==> config.mk <==
export PLATFORM = sky130hd
export DESIGN_NAME = deb_filter_multi
export DESIGN_NICKNAME = d
export VERILOG_FILES = /design/src/rtl/deb_filter_multi.sv
export SDC_FILE = /design/constraint.sdc
export NUM_CORES = 1
export LEC_CHECK = 0
export CORE_ASPECT_RATIO = 1.4
export CORE_MARGIN = 1
export CORE_UTILIZATION = 40
export DETAILED_ROUTE_END_ITERATION = 10
export GPL_TIMING_DRIVEN = 0
export PLACE_DENSITY = 0.7
export SLEW_MARGIN = 20
export SYNTH_ARGS = -nofsm -noshare
export SYNTH_HDL_FRONTEND = slang
export SYNTH_SLANG_ARGS = --single-unit
==> constraint.sdc <==
create_clock -name clock -period 5.9 [get_ports clock]
set_input_delay 1.18 -clock clock [delete_from_list [all_inputs] [get_ports clock]]
set_output_delay 1.18 -clock clock [all_outputs]
set_load 0.005 [all_outputs]
==> src/rtl/deb_filter_multi.sv <==
// Multi-channel debounce filter: 2-flop synchroniser, prescaled sampling into a
// WINDOW-deep history, voted registered level with rise/fall pulses.
// Define DEB_FILTER_HYST_EN for hysteresis voting (unanimous window to change).
module deb_filter_multi #(
  parameter int   CHANNELS    = 4,
  parameter int   PRESCALE_W  = 4,
  parameter int   WINDOW      = 5,
  parameter logic RESET_LEVEL = 1'b1
) (
  input  logic                clock,
  input  logic                reset,
  input  logic                enable,
  input  logic [CHANNELS-1:0] in,
  output logic [CHANNELS-1:0] out,
  output logic [CHANNELS-1:0] rise,
  output logic [CHANNELS-1:0] fall,
  output logic                sample_tick
);

  localparam int CNT_W = $clog2(WINDOW + 1);

  logic [PRESCALE_W-1:0]              presc_q, presc_d;
  logic [CHANNELS-1:0]                sync1_q, sync2_q;
  logic [CHANNELS-1:0][WINDOW-1:0]    hist_q, hist_d;
  logic [CHANNELS-1:0]                out_q, out_d;
  logic [CHANNELS-1:0]                rise_q, rise_d;
  logic [CHANNELS-1:0]                fall_q, fall_d;
  logic [CHANNELS-1:0][CNT_W-1:0]     cnt;

  assign sample_tick = enable & (presc_q == '1);
  assign out         = out_q;
  assign rise        = rise_q;
  assign fall        = fall_q;

  always_comb begin
    for (int c = 0; c < CHANNELS; c++) begin
      cnt[c] = '0;
      for (int k = 0; k < WINDOW; k++) begin
        cnt[c] = cnt[c] + CNT_W'(hist_q[c][k]);
      end
    end
  end

  // The vote runs every enabled cycle; since the history only moves on a tick,
  // out settles exactly one clock after each shift and holds in between.
  always_comb begin
    presc_d = presc_q;
    hist_d  = hist_q;
    out_d   = out_q;
    rise_d  = '0;
    fall_d  = '0;
    if (enable) begin
      presc_d = presc_q + PRESCALE_W'(1);
      for (int c = 0; c < CHANNELS; c++) begin
`ifdef DEB_FILTER_HYST_EN
        if (cnt[c] == CNT_W'(WINDOW)) begin
          out_d[c] = 1'b1;
        end else if (cnt[c] == '0) begin
          out_d[c] = 1'b0;
        end
`else
        out_d[c] = (cnt[c] > CNT_W'(WINDOW / 2));
`endif
      end
      rise_d = out_d & ~out_q;
      fall_d = ~out_d & out_q;
    end
    if (sample_tick) begin
      for (int c = 0; c < CHANNELS; c++) begin
        hist_d[c] = {sync2_q[c], hist_q[c][WINDOW-1:1]};
      end
    end
  end

  always_ff @(posedge clock) begin
    if (reset) begin
      presc_q <= '0;
      sync1_q <= {CHANNELS{RESET_LEVEL}};
      sync2_q <= {CHANNELS{RESET_LEVEL}};
      hist_q  <= {(CHANNELS * WINDOW){RESET_LEVEL}};
      out_q   <= {CHANNELS{RESET_LEVEL}};
      rise_q  <= '0;
      fall_q  <= '0;
    end else begin
      presc_q <= presc_d;
      sync1_q <= in;
      sync2_q <= sync1_q;
      hist_q  <= hist_d;
      out_q   <= out_d;
      rise_q  <= rise_d;
      fall_q  <= fall_d;
    end
  end

endmodule

==> metrics.yaml <==
power_and_ir_drop:
  pwr-share-clk_pct: 36.3
  power.internal_mw: 0.4123
  comb_power_share_pct: 5.0
  p_leak_nw: 1.259
  p_sw_share_pct: 20.94
  vdd_drop_max_uv: 120.3
  pwr-share-seq_pct: 58.6
  power.density_mw_per_mm2: 224.9
  total_power_mw: 0.5214
  switchingPower_mw: 0.1092
worst_setup_path:
  slowest_delay_ns: 0.62
  rr_worst_depth: 6
  critPathKind: "input port to primary output"
  crit_top_cell: "clkdlybuf4s50_1"
  cp_max_fo: 10
  crit_path_top_delay_cell: "clkdlybuf4s50_1"
  r2r-start: "hist_q[5]"
  critPathLaunchType: "input port"
  worst_setup_path_end_kind: "primary output"
  path_cells: "clkdlybuf4s50_1, nand4_2, buf_6, inv_1, clkdlybuf4s50_1"
  worst-endpoint-required_ns: 4.72
  cp.arrival_ns: 2.76
  rrSetupSlack_ns: 3.75
  rr_endpoint: "out[1]"
timing:
  fmax_ghz: 0.2539
  drv_slew: 0
  rsz0062_at_grt: "false"
  finalHoldViolCount: 0
  post-route-period-util_pct: 66.76
  worst_pin_slew_ns: 0.4797
  fin_setup_tns_ns: 0
  setup_viol: 0
  maxSlewHeadroom_pct: 68.02
  setup_ws_ns: 1.961
  fin_crit_ns: 3.939
  skew_ns: 0.004512
yosys:
  yosys_warnings: 0
  synth_area_per_cell_um2: 10.27
  synthCells: 191
  seq_area_frac_synth_pct: 44.93
  synth_cell_type_count: 23
  synth_top_area_cell: "dfxtp_1"
  synth_area_mm2: 0.001961
  syn_nets: 215
  netlist.area_leader.share_pct: 44.93
  synth.area.top_cells: "dfxtp_1 (45%), mux2i_1 (11%), fa_1 (8.2%), inv_1 (7.1%), ha_1 (5.7%)"
  yosys_register_bits: 44
status:
  status: "complete, no violations"
hold_path:
  hold_depth: 1
  hold_end: "sync2_q[0]"
  hold_start: "sync1_q[0]"
  worstHoldPathType: "flop to flop"
clock_network:
  cts_buffers: 5
  ctsHoldBuffers: 0
  htreeDepth: 2
  clockBufferDepth: 2
  clock_latency_ns: 0.29
  cts_tree: "built"
  postCtsSetupBuffers: 0
  cts_sinks: 44
  root_buffer: "clkbuf_8"
  ctsResizeCount: 0
  clkTransAtPathRegs_ns: 0.07
flow_run:
  maxCapViolations: 0
placed_design:
  gp_congestion: 0.7285
  dp_slack_ns: 1.944
  port_buffers: 19
  dp_hpwl_um: 2161
route:
  antenna_left: 0
  drc: 0
  wl_per_cell_um: 10.09
  drt_pass1_iterations: 5
  routed_wl_um: 2825
  via_count: 1280
  via_per_inst: 4.571
  first_iter_violations: 53
grt:
  grt_max_degree: 13
  first_global_vias: 1189
  track_usage_pct: 13.53
  grt_pass1_wl_um: 5099
  grt_overflow: 0
  antenna_found_initial: 0
floorplanning:
  pin_count: 20
  core_mm2: 0.004608
  fp.dieW_um: 61.17
  start_util_pct: 42.55
  die_y_um: 84.84
  row_count: 29
  die-area_mm2: 0.005190
layout:
  fin_nets: 241
  n_antenna_cell: 0
  drive_gt1_share_pct: 10.55
  area_growth_pct: 18.25
[layout make-up]
cell class / instances / area (um2)
fillers: 442 / 2290
inverters: 37 / 138.9
repair buffers: 19 / 190.2
well taps: 62 / 77.57
multi-input cells: 102 / 887.1
plain buffers: 8 / 53.80
clock buffers: 8 / 90.09
flip-flops and latches: 44 / 880.8
[cell usage after synthesis]
| master | count |
|---|---|
| clkbuf_1 | 4 |
| a211oi_1 | 4 |
| or2_2 | 8 |
| a311o_1 | 4 |
| buf_6 | 3 |
| a21oi_1 | 1 |
| nand4_2 | 1 |
| fa_1 | 8 |
| ha_1 | 9 |
| inv_1 | 37 |
| nor4b_2 | 3 |
| mux2i_1 | 21 |
| nor2b_1 | 5 |
| a21bo_2 | 1 |
| nand4_1 | 1 |
| mux2_1 | 1 |
| dfxtp_1 | 44 |
| xnor2_1 | 1 |
| nand3b_1 | 5 |
| nor2_1 | 27 |
| buf_2 | 1 |
| nor4b_1 | 1 |
| nand2b_1 | 1 |
[layer usage]
metal	up-vias	share of wire, %	track usage, %	wire (um)
met5	-	0	0	0
met4	0	2.7	7.438	77
met3	6	3.4	4.116	96
met2	24	51	22.13	1430
met1	594	43	15.12	1220
li1	656	-	-	-
[registers in the layout, indices dropped and copies added (netlist names)]
signal / count
sync1_q: 4
sync2_q: 4
presc_q: 4
hist_q: 20
rise: 4
out: 4
fall: 4
[metrics by stage]
stage	cell area, um2	hold slack, ns	instances	utilization, %
finish	2318	0.4139	280	50.31
global route	2318	0.4350	280	50.31
CTS	2318	0.4173	280	50.31
detailed placement	2228	0.3966	272	48.36
global placement	2228	0.3921	272	48.36
floorplan	1961	0.3895	191	-
[power groups by stage]
stage	logic (mW)	registers, mW	clock network, mW
4_1_cts	0.0268	0.306	0.198
5_1_grt	0.0294	0.307	0.212
3_5_place_dp	0.0266	0.313	0
3_3_place_gp	0.0262	0.313	0
2_1_floorplan	0.0144	0.312	0
6_report	0.0262	0.306	0.189
[cells in the final DEF (no fill, tap or decap)]
| cell type | netlist | final |
|---|---|---|
| mux2_1 | 1 | 1 |
| buf_2 | 1 | 1 |
| xnor2_1 | 1 | 1 |
| dfxtp_1 | 44 | 44 |
| clkbuf_1 | 4 | 6 |
| a21bo_2 | 1 | 1 |
| nor4b_1 | 1 | 1 |
| a21oi_1 | 1 | 1 |
| nor2b_1 | 5 | 5 |
| inv_1 | 37 | 37 |
| nand2b_1 | 1 | 1 |
| fa_1 | 8 | 8 |
| or2_2 | 8 | 8 |
| a311o_1 | 4 | 4 |
| clkdlybuf4s50_1 | 0 | 19 |
| a211oi_1 | 4 | 4 |
| nand4_2 | 1 | 1 |
| clkbuf_8 | 0 | 6 |
| mux2i_1 | 21 | 21 |
| nor4b_2 | 3 | 3 |
| buf_6 | 3 | 3 |
| nor2_1 | 27 | 27 |
| nand4_1 | 1 | 1 |
| ha_1 | 9 | 9 |
| nand3b_1 | 5 | 5 |
[cells by family after synthesis]
| family | count (synthesis) | synth area share (%) |
|---|---|---|
| AND/OR/NAND/NOR | 52 | 15.25 |
| multiplexers | 22 | 11.30 |
| XOR/XNOR | 1 | 0.4468 |
| buffers and inverters | 45 | 9.827 |
| adder cells (fa/ha/maj) | 17 | 13.91 |
| AO/OA/AOI/OAI | 10 | 4.339 |
| flip-flops | 44 | 44.93 |
[worst max path at each step]
stage	startpoint	end	cells after the start
2_1_floorplan	enable	sample_tick	3
3_3_place_gp	enable	sample_tick	5
3_5_place_dp	enable	sample_tick	5
4_1_cts	enable	sample_tick	5
5_1_grt	enable	sample_tick	5
6_report	enable	sample_tick	5
[worst max-delay path: cells and delay by family]
family / cells / cell delay, ns
and+or+nand+nor: 1 / 0.20
buffers and inverters: 4 / 1.36
Power figures use the tool's default switching activity.
